<file path="src/rtl/frame_buffer_writer_if.sv">
// Pixel stream and double-buffer write port bundle for frame_buffer_writer.
// The writer takes the slave view; the pixel source / buffer model takes the master view.
interface frame_buffer_writer_if #(
  parameter int AW = 10
);
  logic          pix_valid;
  logic [23:0]   pix_data;
  logic          pix_sof;
  logic          pix_ready;
  logic          buf0_empty;
  logic          buf1_empty;
  logic          we0;
  logic          we1;
  logic [AW-1:0] waddr;
  logic [23:0]   wdata;
  logic          buf0_full;
  logic          buf1_full;

  modport slave (
    input  pix_valid, pix_data, pix_sof, buf0_empty, buf1_empty,
    output pix_ready, we0, we1, waddr, wdata, buf0_full, buf1_full
  );

  modport master (
    output pix_valid, pix_data, pix_sof, buf0_empty, buf1_empty,
    input  pix_ready, we0, we1, waddr, wdata, buf0_full, buf1_full
  );
endinterface

</file>
<file path="src/rtl/frame_buffer_writer.sv">
// Writes an incoming pixel stream into two ping-pong frame buffers, one full frame each,
// checking start-of-frame framing and handing finished buffers to the display side.
//
// state    | meaning
// ---------+---------------------------------------------------------------
// WAIT_BUF | target buffer still owned by display; wait for its empty flag
// FILL     | accepting pixels into target buffer, addr_q = next pixel index
module frame_buffer_writer #(
  parameter int H_PIX   = 10,
  parameter int V_LINES = 10,
  parameter int AW      = 10
) (
  input  logic                 clk,
  input  logic                 reset,
  frame_buffer_writer_if.slave bus,
  output logic                 frame_err_o,
  output logic [7:0]           frame_cnt_o
);

  localparam int              NPIX      = H_PIX * V_LINES;
  localparam logic [AW-1:0]   LAST_ADDR = AW'(NPIX - 1);

  typedef enum logic {WAIT_BUF = 1'b0, FILL = 1'b1} state_e;

  state_e        state_q, state_d;
  logic          tgt_q, tgt_d;
  logic [AW-1:0] addr_q, addr_d;
  logic          we0_q, we0_d;
  logic          we1_q, we1_d;
  logic [AW-1:0] waddr_q, waddr_d;
  logic [23:0]   wdata_q, wdata_d;
  logic          full0_q, full0_d;
  logic          full1_q, full1_d;
  logic          err_q, err_d;
  logic [7:0]    cnt_q, cnt_d;

  logic          tgt_empty;
  logic          accept;
  logic          wr_en;
  logic [AW-1:0] wr_addr;

  assign tgt_empty = tgt_q ? bus.buf1_empty : bus.buf0_empty;
  assign accept    = bus.pix_valid && (state_q == FILL);

  always_comb begin
    state_d = state_q;
    tgt_d   = tgt_q;
    addr_d  = addr_q;
    full0_d = full0_q;
    full1_d = full1_q;
    err_d   = 1'b0;
    cnt_d   = cnt_q;
    wr_en   = 1'b0;
    wr_addr = addr_q;
    we0_d   = 1'b0;
    we1_d   = 1'b0;
    waddr_d = waddr_q;
    wdata_d = wdata_q;

    case (state_q)
      WAIT_BUF: begin
        if (tgt_empty) begin
          state_d = FILL;
          addr_d  = '0;
          if (tgt_q) full1_d = 1'b0;
          else       full0_d = 1'b0;
        end
      end
      FILL: begin
        if (accept) begin
          if (bus.pix_sof) begin
            // sof always (re)starts the frame, even on what would be the last pixel
            wr_en   = 1'b1;
            wr_addr = '0;
            addr_d  = AW'(1);
            err_d   = (addr_q != '0);
          end else if (addr_q == '0) begin
            err_d = 1'b1;
          end else begin
            wr_en   = 1'b1;
            wr_addr = addr_q;
            addr_d  = addr_q + AW'(1);
            if (addr_q == LAST_ADDR) begin
              state_d = WAIT_BUF;
              tgt_d   = ~tgt_q;
              addr_d  = '0;
              cnt_d   = cnt_q + 8'd1;
              if (tgt_q) full1_d = 1'b1;
              else       full0_d = 1'b1;
            end
          end
        end
      end
    endcase

    if (wr_en) begin
      we0_d   = ~tgt_q;
      we1_d   = tgt_q;
      waddr_d = wr_addr;
      wdata_d = bus.pix_data;
    end
  end

  always_ff @(posedge clk or posedge reset) begin
    if (reset) begin
      state_q <= WAIT_BUF;
      tgt_q   <= 1'b0;
      addr_q  <= '0;
      we0_q   <= 1'b0;
      we1_q   <= 1'b0;
      waddr_q <= '0;
      wdata_q <= '0;
      full0_q <= 1'b0;
      full1_q <= 1'b0;
      err_q   <= 1'b0;
      cnt_q   <= '0;
    end else begin
      state_q <= state_d;
      tgt_q   <= tgt_d;
      addr_q  <= addr_d;
      we0_q   <= we0_d;
      we1_q   <= we1_d;
      waddr_q <= waddr_d;
      wdata_q <= wdata_d;
      full0_q <= full0_d;
      full1_q <= full1_d;
      err_q   <= err_d;
      cnt_q   <= cnt_d;
    end
  end

  assign bus.pix_ready = (state_q == FILL);
  assign bus.we0       = we0_q;
  assign bus.we1       = we1_q;
  assign bus.waddr     = waddr_q;
  assign bus.wdata     = wdata_q;
  assign bus.buf0_full = full0_q;
  assign bus.buf1_full = full1_q;
  assign frame_err_o   = err_q;
  assign frame_cnt_o   = cnt_q;

endmodule

</file>
<file path="src/flat_wrapper.sv">
// flat-port wrapper written by rule: the top's interface ports become plain ports
module frame_buffer_writer_flat 
#(
  parameter int H_PIX   = 10,
  parameter int V_LINES = 10,
  parameter int AW      = 10
)
  (clk, reset, frame_err_o, frame_cnt_o, bus_pix_valid, bus_pix_data, bus_pix_sof, bus_buf0_empty, bus_buf1_empty, bus_pix_ready, bus_we0, bus_we1, bus_waddr, bus_wdata, bus_buf0_full, bus_buf1_full);
  frame_buffer_writer_if #(.AW(AW)) bus_i ();
  input  logic clk;
  input  logic reset;
  output logic frame_err_o;
  output logic [7:0] frame_cnt_o;
  input wire logic [$bits(bus_i.pix_valid)-1:0] bus_pix_valid;
  input wire logic [$bits(bus_i.pix_data)-1:0] bus_pix_data;
  input wire logic [$bits(bus_i.pix_sof)-1:0] bus_pix_sof;
  input wire logic [$bits(bus_i.buf0_empty)-1:0] bus_buf0_empty;
  input wire logic [$bits(bus_i.buf1_empty)-1:0] bus_buf1_empty;
  output wire logic [$bits(bus_i.pix_ready)-1:0] bus_pix_ready;
  output wire logic [$bits(bus_i.we0)-1:0] bus_we0;
  output wire logic [$bits(bus_i.we1)-1:0] bus_we1;
  output wire logic [$bits(bus_i.waddr)-1:0] bus_waddr;
  output wire logic [$bits(bus_i.wdata)-1:0] bus_wdata;
  output wire logic [$bits(bus_i.buf0_full)-1:0] bus_buf0_full;
  output wire logic [$bits(bus_i.buf1_full)-1:0] bus_buf1_full;
  assign bus_i.pix_valid = bus_pix_valid;
  assign bus_i.pix_data = bus_pix_data;
  assign bus_i.pix_sof = bus_pix_sof;
  assign bus_i.buf0_empty = bus_buf0_empty;
  assign bus_i.buf1_empty = bus_buf1_empty;
  assign bus_pix_ready = bus_i.pix_ready;
  assign bus_we0 = bus_i.we0;
  assign bus_we1 = bus_i.we1;
  assign bus_waddr = bus_i.waddr;
  assign bus_wdata = bus_i.wdata;
  assign bus_buf0_full = bus_i.buf0_full;
  assign bus_buf1_full = bus_i.buf1_full;
  frame_buffer_writer #(.H_PIX(H_PIX), .V_LINES(V_LINES), .AW(AW)) u_core (.clk(clk), .reset(reset), .bus(bus_i), .frame_err_o(frame_err_o), .frame_cnt_o(frame_cnt_o));
endmodule
</file>
<file path="config.mk">
export PLATFORM = sky130hd
export DESIGN_NAME = frame_buffer_writer_flat
export DESIGN_NICKNAME = d
export VERILOG_FILES = /design/src/rtl/frame_buffer_writer_if.sv /design/src/rtl/frame_buffer_writer.sv /design/src/flat_wrapper.sv
export SDC_FILE = /design/constraint.sdc
export NUM_CORES = 1
export LEC_CHECK = 0
export ABC_CLOCK_PERIOD_IN_PS = 1800
export CAP_MARGIN = 30
export CORE_MARGIN = 5
export CORE_UTILIZATION = 23
export DETAILED_ROUTE_END_ITERATION = 8
export PLACE_DENSITY = 0.55
export SYNTH_ARGS = -nofsm -noshare
export SYNTH_HDL_FRONTEND = slang
export SYNTH_SLANG_ARGS = --single-unit
</file>
<file path="constraint.sdc">
create_clock -name clk -period 1.8 [get_ports clk]
set_input_delay 0.45 -clock clk [delete_from_list [all_inputs] [get_ports clk]]
set_output_delay 0.45 -clock clk [all_outputs]
set_load 0.03 [all_outputs]
</file>
==> metrics.txt, run 1 <==
# TYPE chip_impl_metric gauge
chip_impl_info{name="worst_path_max_delay_cell",value="sky130_fd_sc_hd__dfrtp_2"} 1
chip_impl_metric{name="drv.max_cap_violation_count",unit=""} 0
chip_impl_metric{name="slew_headroom",unit=""} 0.654
chip_impl_metric{name="fin_skew",unit="ps"} 4.38
chip_impl_metric{name="standby_leakage_power",unit="nW"} 2.01
chip_impl_metric{name="power.ir.vdd_worst",unit="uV"} 587
chip_impl_metric{name="finalHoldViolCount",unit=""} 0
chip_impl_metric{name="async_flop_share",unit=""} 1.00
chip_impl_metric{name="seq_area",unit="sq um"} 1480
chip_impl_metric{name="postSynthCellCount",unit=""} 234
chip_impl_metric{name="power-per-cell-area",unit="nW/um^2"} 1200
chip_impl_metric{name="num_antenna_cells",unit=""} 0
chip_impl_metric{name="drt-total-wl",unit="microns"} 7060
chip_impl_info{name="rsz_0062_raised_after_global_routing",value="yes"} 1
chip_impl_metric{name="synth-edff-count",unit=""} 0
chip_impl_metric{name="design.core.area",unit="sq um"} 11300
chip_impl_metric{name="synth_warnings",unit=""} 0
chip_impl_metric{name="dp_slack",unit="ps"} -277
chip_impl_metric{name="initialDrtViolationCount",unit=""} 126
chip_impl_info{name="critical_path.endpoint_type",value="register"} 1
chip_impl_metric{name="clock_tree_buffer_depth",unit=""} 2
chip_impl_metric{name="number_of_standard_cell_rows_in_the_floorplan",unit=""} 39
chip_impl_metric{name="wl_per_cell",unit="microns"} 14.1
chip_impl_metric{name="gp_congestion",unit=""} 0.806
chip_impl_metric{name="filler_instances",unit=""} 1111
chip_impl_metric{name="postSynthAreaPerCell",unit="sq um"} 11.2
chip_impl_metric{name="antenna_left",unit=""} 0
chip_impl_info{name="outcome",value="complete, but fails checks"} 1
chip_impl_metric{name="multi_input_area",unit="sq um"} 1120
chip_impl_metric{name="route.detailed.vias_per_inst",unit=""} 4.43
chip_impl_info{name="ys_dominant_reg_cell",value="sky130_fd_sc_hd__dfrtp_1"} 1
chip_impl_metric{name="cts.sinks",unit=""} 59
chip_impl_metric{name="boundaryPins",unit=""} 78
chip_impl_metric{name="drt_drc_violations_left",unit=""} 0
chip_impl_metric{name="grt_overflow_total",unit=""} 0
chip_impl_metric{name="yosys.area.top_type_share",unit=""} 0.563
chip_impl_metric{name="drtPass1Iterations",unit=""} 4
chip_impl_metric{name="setup-violations-final",unit=""} 19
chip_impl_metric{name="power.share.switching",unit=""} 0.308
chip_impl_metric{name="initial_core_util",unit=""} 0.233
chip_impl_metric{name="area_growth",unit="%"} 62.0
chip_impl_metric{name="number_of_pins_exceeding_their_max_slew_limit_in_the_final_report",unit=""} 0
chip_impl_metric{name="switching_power",unit="mW"} 1.57
chip_impl_metric{name="insertion_delay",unit="ps"} 320
chip_impl_metric{name="finalWorstPathRequiredPeriod",unit="ps"} 1830
chip_impl_metric{name="synth-seq-area-share",unit=""} 0.563
chip_impl_metric{name="power_frac_seq",unit=""} 0.326
chip_impl_info{name="synth_area_leaders",value="sky130_fd_sc_hd__dfrtp_1 (56%), sky130_fd_sc_hd__mux2_1 (7.7%), sky130_fd_sc_hd__nand2_1 (4.9%)"} 1
chip_impl_metric{name="final_nets",unit=""} 387
chip_impl_info{name="crit_path_cell_trace",value="nor4_4, nand4_2, o21ai_4, buf_12, mux2_2"} 1
chip_impl_metric{name="yosysUniqueCellTypes",unit=""} 37
chip_impl_info{name="worst_setup_start_kind",value="register"} 1
chip_impl_metric{name="grt_first_pass_wirelength",unit="microns"} 11400
chip_impl_info{name="failed_checks",value="setup timing"} 1
chip_impl_metric{name="placement.cell_area",unit="sq um"} 3850
chip_impl_metric{name="grt_antenna_before_repair",unit=""} 0
chip_impl_metric{name="fin_crit_sh",unit=""} 1.02
chip_impl_metric{name="layout-drive-gt1-share",unit=""} 0.226
chip_impl_metric{name="die_w",unit="microns"} 117
chip_impl_metric{name="worst_path_largest_cell_delay",unit="ps"} 420
chip_impl_metric{name="cts.htree.levels",unit=""} 3
chip_impl_metric{name="worstMarginPinSlew",unit="ps"} 516
chip_impl_metric{name="die_area",unit="sq um"} 13600
chip_impl_metric{name="internal_power",unit="mW"} 3.53
chip_impl_metric{name="vias_in_the_first_global_route",unit=""} 2264
chip_impl_metric{name="yosys_register_bits",unit=""} 59
chip_impl_metric{name="fmax",unit="MHz"} 546
chip_impl_info{name="kind_of_critical_path",value="register to register"} 1
chip_impl_metric{name="postSynthNetCount",unit=""} 268
chip_impl_metric{name="die_y",unit="microns"} 117
chip_impl_metric{name="grt_start_max_net_pins",unit=""} 35
chip_impl_metric{name="cts_bufs_inserted",unit=""} 9
chip_impl_info{name="yosys-top-cells-count",value="sky130_fd_sc_hd__dfrtp_1 (59), sky130_fd_sc_hd__nand2_1 (34), sky130_fd_sc_hd__o21ai_0 (20)"} 1
chip_impl_metric{name="p_clk_frac",unit=""} 0.361
chip_impl_info{name="hold_path.class",value="register to register"} 1
chip_impl_metric{name="cp.arrival",unit="ps"} 2030
chip_impl_metric{name="detailroute.via_count",unit=""} 2221
chip_impl_metric{name="port_buffers",unit=""} 77
chip_impl_info{name="root_cell_of_the_clock_tree",value="sky130_fd_sc_hd__clkbuf_16"} 1
chip_impl_metric{name="cp.required",unit="ps"} 2000
chip_impl_metric{name="final_cell_area",unit="sq um"} 4250
chip_impl_metric{name="timing.critical_path.fanout_max",unit=""} 21
chip_impl_metric{name="setup_slack",unit="ps"} -30.2
chip_impl_info{name="post-synth-top-count-cell",value="sky130_fd_sc_hd__dfrtp_1"} 1
chip_impl_metric{name="worst_hold_slack",unit="ps"} 471
chip_impl_metric{name="combinationalPowerShare",unit=""} 0.313
chip_impl_metric{name="global_route.usage.total",unit=""} 0.108
chip_impl_info{name="cts_tree",value="built"} 1
chip_impl_metric{name="register_clock_pin_slew_on_the_reported_worst_setup_and_hold_paths",unit="ps"} 50
chip_impl_info{name="post-synth-top-area-cell",value="sky130_fd_sc_hd__dfrtp_1"} 1
chip_impl_metric{name="dp.final_hpwl",unit="microns"} 5130
chip_impl_metric{name="syn_area",unit="sq um"} 2620
## routing by layer
metal,share of wire,up-vias,track usage
li1,-,1064,-
met1,0.43,1083,0.137
met2,0.49,65,0.171
met3,0.072,9,0.0383
met4,0.011,0,0.0367
met5,0,-,0
## through the flow
stage | power, mW | TNS, ps | instances | util
after floorplan | 2.56 | -1960 | 234 | -
after global placement | 3.32 | -9940 | 479 | 0.341
after global routing | 5.38 | -1480 | 501 | 0.377
after CTS | 5.13 | -251 | 496 | 0.368
final | 5.10 | -165 | 501 | 0.377
after detailed placement | 3.33 | -10710 | 479 | 0.341
## power groups by stage
stage	Clock (mW)	Sequential [mW]	Combinational, mW
final	1.84	1.66	1.60
after global routing	1.97	1.70	1.71
after detailed placement	0	1.69	1.64
after global placement	0	1.69	1.63
after CTS	1.92	1.67	1.55
after floorplan	0	2.06	0.495
## worst max-delay path, delay by kind of cell (launching register included)
family	cells	cell delay [ps]
multiplexers	1	350
AND/OR/NAND/NOR	2	490
flip-flops	1	420
buffers and inverters	1	200
AO/OA/AOI/OAI	1	230
## timing repair
item / CTS / global route
pin swaps: 3 / 3
cloned: 0 / 1
gates resized for setup: 45 / 23
hold buffers: 0 / 0
buffers inserted: 1 / 4
setup endpoints to repair: 68 / 48
## registers in the layout (all words and copies together) (netlist names)
name	flops
u_core.bus.buf0_full	1
u_core.tgt_q	1
u_core.frame_err_o	1
u_core.bus.we1	1
u_core.addr_q	10
u_core.bus.buf1_full	1
u_core.bus.waddr	10
u_core.bus.wdata	24
u_core.bus.pix_ready	1
u_core.frame_cnt_o	8
u_core.bus.we0	1
## placed cells by master (no fill, tap or decap), types with 5 or more instances in the layout
cell	count
sky130_fd_sc_hd__dfrtp_1	58
sky130_fd_sc_hd__dlygate4sd2_1	41
sky130_fd_sc_hd__buf_4	35
sky130_fd_sc_hd__nand2_1	34
sky130_fd_sc_hd__clkdlybuf4s50_1	30
sky130_fd_sc_hd__mux2_1	17
sky130_fd_sc_hd__o21ai_0	14
sky130_fd_sc_hd__nor2_1	9
sky130_fd_sc_hd__clkbuf_16	9
sky130_fd_sc_hd__nand4_1	8
sky130_fd_sc_hd__inv_1	6
sky130_fd_sc_hd__mux2_2	6
sky130_fd_sc_hd__dlymetal6s2s_1	6
sky130_fd_sc_hd__nand3_1	5
sky130_fd_sc_hd__xnor2_1	5
sky130_fd_sc_hd__a21oi_1	5
sky130_fd_sc_hd__o21ai_1	5
sky130_fd_sc_hd__buf_12	5
## area by class of cell
class,instances,share of cell area
well taps,143,0.0421
inverters,7,0.00707
repair buffers,118,0.261
multi-input cells,158,0.264
clock buffers,11,0.0595
flip-flops and latches,59,0.348
clock inverters,5,0.0177
## worst paths after layout
check | start | to | slack (ps) | depth (start not counted)
min | u_core.frame_cnt_o[7]$_DFFE_PP0P_ | u_core.frame_cnt_o[7]$_DFFE_PP0P_ | 470 | 1
min in group asynchronous | reset | u_core.bus.we0$_DFF_PP0_ | 560 | 3
max | u_core.addr_q[3]$_DFFE_PP0P_ | u_core.bus.wdata[19]$_DFFE_PP0P_ | -30 | 5
max in group asynchronous | reset | u_core.addr_q[3]$_DFFE_PP0P_ | 900 | 3
max reg2reg | u_core.addr_q[3]$_DFFE_PP0P_ | u_core.bus.wdata[19]$_DFFE_PP0P_ | -30 | 5
min reg2reg | u_core.frame_cnt_o[7]$_DFFE_PP0P_ | u_core.frame_cnt_o[7]$_DFFE_PP0P_ | 470 | 1
## kinds of logic (layout without fill, tap and decap cells)
group	after synthesis	count (layout)	share of synthesized area
AND/OR/NAND/NOR	80	80	0.155
multiplexers	25	25	0.107
adder cells (fa/ha/maj)	4	4	0.0191
buffers and inverters	18	141	0.0344
flip-flops	59	59	0.563
AO/OA/AOI/OAI	40	41	0.0945
XOR/XNOR	8	8	0.0267
(Power assumes the default switching activity.)
==> run 2, diff against run 1 <==
Settings changed: CORE_UTILIZATION 23 to 42, PLACE_DENSITY 0.55 to 0.84.
==> run 2 against run 1 <==
Sequential share of layout area grew 2.5 points. Largest power group is now sequential cells. Setup slack better by 14 ps. Largest cell class unchanged. The flow still finishes with violations (setup timing). Critical path type unchanged. Core utilization up 28 points. Flip-flop and latch count did not move. Cell area fell by 6.8%. Clock power decreased by 40%. Maximum frequency increased by 0.77%. Wire length decreased by 6.9%. Critical path depth stayed put.
==> metrics.txt, run 2 (synthesis results as in run 1) <==
# TYPE chip_impl_metric gauge
chip_impl_info{name="kind_of_critical_path",value="register to register"} 1
chip_impl_metric{name="area_growth",unit="%"} 50.9
chip_impl_metric{name="timing.critical_path.fanout_max",unit=""} 16
chip_impl_metric{name="slew_headroom",unit=""} 0.658
chip_impl_metric{name="fin_crit_sh",unit=""} 1.01
chip_impl_metric{name="drtPass1Iterations",unit=""} 5
chip_impl_info{name="hold_path.class",value="register to register"} 1
chip_impl_metric{name="global_route.usage.total",unit=""} 0.173
chip_impl_metric{name="wl_per_cell",unit="microns"} 15.4
chip_impl_metric{name="power.ir.vdd_worst",unit="uV"} 634
chip_impl_metric{name="grt_antenna_before_repair",unit=""} 0
chip_impl_info{name="crit_path_launch",value="u_core.addr_q[2]$_DFFE_PP0P_"} 1
chip_impl_metric{name="vias_in_the_first_global_route",unit=""} 2222
chip_impl_info{name="r2r_start",value="u_core.addr_q[2]$_DFFE_PP0P_"} 1
chip_impl_info{name="crit_path_cell_trace",value="nor4_4, nand4_2, o21ai_4, buf_12, mux2_2"} 1
chip_impl_metric{name="grt_overflow_total",unit=""} 0
chip_impl_metric{name="gp_congestion",unit=""} 0.886
chip_impl_metric{name="finalWorstPathRequiredPeriod",unit="ps"} 1820
chip_impl_metric{name="initial_core_util",unit=""} 0.438
chip_impl_metric{name="num_antenna_cells",unit=""} 0
chip_impl_metric{name="grt_first_pass_wirelength",unit="microns"} 10500
chip_impl_metric{name="insertion_delay",unit="ps"} 340
chip_impl_metric{name="cts.hold.buffers_added",unit=""} 0
chip_impl_metric{name="design.core.area",unit="sq um"} 5990
chip_impl_info{name="min_from",value="u_core.frame_cnt_o[7]$_DFFE_PP0P_"} 1
chip_impl_metric{name="cp.required",unit="ps"} 2030
chip_impl_metric{name="fmax",unit="MHz"} 551
chip_impl_metric{name="number_of_pins_exceeding_their_max_slew_limit_in_the_final_report",unit=""} 0
chip_impl_info{name="final_cell_mix",value="sky130_fd_sc_hd__dfrtp_1 (58), sky130_fd_sc_hd__dlygate4sd2_1 (47), sky130_fd_sc_hd__nand2_1 (34)"} 1
chip_impl_metric{name="final_nets",unit=""} 382
chip_impl_metric{name="filler_instances",unit=""} 428
chip_impl_metric{name="drt_drc_violations_left",unit=""} 0
chip_impl_info{name="worst_path_max_delay_cell",value="sky130_fd_sc_hd__dfrtp_1"} 1
chip_impl_metric{name="cts.sinks",unit=""} 59
chip_impl_metric{name="initialDrtViolationCount",unit=""} 137
chip_impl_info{name="root_cell_of_the_clock_tree",value="sky130_fd_sc_hd__clkbuf_8"} 1
chip_impl_metric{name="detailroute.via_count",unit=""} 2253
chip_impl_metric{name="standby_leakage_power",unit="nW"} 1.91
chip_impl_metric{name="antenna_left",unit=""} 0
chip_impl_metric{name="die_w",unit="microns"} 89
chip_impl_info{name="failed_checks",value="setup timing"} 1
chip_impl_metric{name="boundaryPins",unit=""} 78
chip_impl_metric{name="final_util",unit=""} 0.660
chip_impl_metric{name="fin_skew",unit="ps"} 9.14
chip_impl_metric{name="die_area",unit="sq um"} 7920
chip_impl_metric{name="totalNegativeSetupSlack",unit="ps"} -92.8
chip_impl_metric{name="cts_bufs_inserted",unit=""} 9
chip_impl_info{name="critical_path.endpoint_type",value="register"} 1
chip_impl_metric{name="dp_slack",unit="ps"} -237
chip_impl_metric{name="setup_slack",unit="ps"} -16.1
chip_impl_metric{name="register_clock_pin_slew_on_the_reported_worst_setup_and_hold_paths",unit="ps"} 70
chip_impl_metric{name="final_cells",unit=""} 428
chip_impl_metric{name="power-per-cell-area",unit="nW/um^2"} 1110
chip_impl_metric{name="numPlacedInstances",unit=""} 405
chip_impl_info{name="rsz_0062_raised_after_global_routing",value="yes"} 1
chip_impl_metric{name="grt_start_max_net_pins",unit=""} 24
chip_impl_metric{name="port_buffers",unit=""} 77
chip_impl_info{name="cts_tree",value="built"} 1
chip_impl_metric{name="worst_path_largest_cell_delay",unit="ps"} 410
chip_impl_metric{name="layout-drive-gt1-share",unit=""} 0.229
chip_impl_metric{name="largest_register_ff_count",unit=""} 24
chip_impl_metric{name="finalHoldViolCount",unit=""} 0
chip_impl_info{name="outcome",value="complete, but fails checks"} 1
chip_impl_metric{name="cp.arrival",unit="ps"} 2040
chip_impl_metric{name="setup-violations-final",unit=""} 12
chip_impl_metric{name="cts.htree.levels",unit=""} 3
chip_impl_metric{name="route.detailed.vias_per_inst",unit=""} 5.26
chip_impl_info{name="worst_setup_start_kind",value="register"} 1
chip_impl_metric{name="clock_tree_buffer_depth",unit=""} 2
chip_impl_metric{name="drt-total-wl",unit="microns"} 6580
chip_impl_metric{name="worstMarginPinSlew",unit="ps"} 511
chip_impl_metric{name="number_of_standard_cell_rows_in_the_floorplan",unit=""} 28
chip_impl_info{name="layout.cells.most_common",value="sky130_fd_sc_hd__dfrtp_1"} 1
chip_impl_metric{name="drv.max_cap_violation_count",unit=""} 0
chip_impl_metric{name="die_y",unit="microns"} 89
chip_impl_metric{name="power_total",unit="mW"} 4.40
chip_impl_metric{name="dp.final_hpwl",unit="microns"} 4670
-- run 2: cell types whose count changed in the layout (fill, tap and decap cells not counted), moves of 5 or more --
cell / before / now
sky130_fd_sc_hd__dlymetal6s2s_1: 6 / 1
sky130_fd_sc_hd__mux2_4: 1 / 13
sky130_fd_sc_hd__clkbuf_16: 9 / 0
sky130_fd_sc_hd__dlygate4sd2_1: 41 / 47
sky130_fd_sc_hd__mux2_1: 17 / 8
sky130_fd_sc_hd__clkbuf_8: 2 / 11
-- run 2: per-stage QoR --
| step | area [sq um] | hold slack, ps |
|---|---|---|
| 2_1_floorplan | 2630 | 480 |
| 3_3_place_gp | 3690 | 458 |
| 3_5_place_dp | 3690 | 462 |
| 4_1_cts | 3820 | 456 |
| 5_1_grt | 3960 | 496 |
| 6_report | 3960 | 464 |
-- run 2: path summary, 6_finish.rpt --
| check | end | slack, ps | cells past startpoint |
|---|---|---|---|
| min in group asynchronous | u_core.bus.waddr[3]$_DFFE_PP0P_ | 470 | 2 |
| hold / removal | u_core.frame_cnt_o[7]$_DFFE_PP0P_ | 460 | 1 |
| setup / recovery | u_core.bus.wdata[23]$_DFFE_PP0P_ | -20 | 5 |
| setup reg to reg | u_core.bus.wdata[23]$_DFFE_PP0P_ | -20 | 5 |
| max in group asynchronous | u_core.bus.wdata[10]$_DFFE_PP0P_ | 840 | 3 |
| hold reg to reg | u_core.frame_cnt_o[7]$_DFFE_PP0P_ | 460 | 1 |
-- run 2: critical path, delay by kind of cell, from the launching register on --
kind            cells  cell delay [ps]
simple gates        2              520
mux                 1              340
compound gates      1              250
buf+inv             1              190
flops               1              410
-- run 2: layout make-up --
cell class                      count  area (sq um)  share of cell area
Multi-Input combinational cell    158          1140               0.288
Clock buffer                       11           151              0.0383
Sequential cell                    59          1480               0.373
Timing Repair Buffer              113          1030               0.259
Inverter                            7          30.0             0.00759
Clock inverter                      5          37.5             0.00949
Tap cell                           75          93.8              0.0237
-- run 2: timing repair --
action                     in CTS  in global routing
gates resized for setup        48                 25
setup endpoints to repair      74                 42
setup buffers                   0                  6
pin swaps                       1                  7
cloned                          0                  1
-- run 2: routing by layer --
layer / share of wire / vias to the layer above / track usage / routed length, microns
li1: - / 1063 / - / -
met1: 0.40 / 1069 / 0.210 / 2610
met2: 0.49 / 100 / 0.291 / 3250
met3: 0.088 / 21 / 0.0442 / 576
met4: 0.023 / 0 / 0.0771 / 149
met5: 0 / - / 0 / 0
-- run 2: report_power, final --
group          internal, mW  switching, mW  total [mW]
combinational         0.719          0.908        1.63
clock                 0.576          0.538        1.11
sequential             1.54          0.118        1.66
==> run 3, diff against run 2 <==
Settings changed: CTS_CLUSTER_SIZE from default to 30.
==> results of run 3 <==
No change in the layout: final DEF, timing and power equal those of run 2.
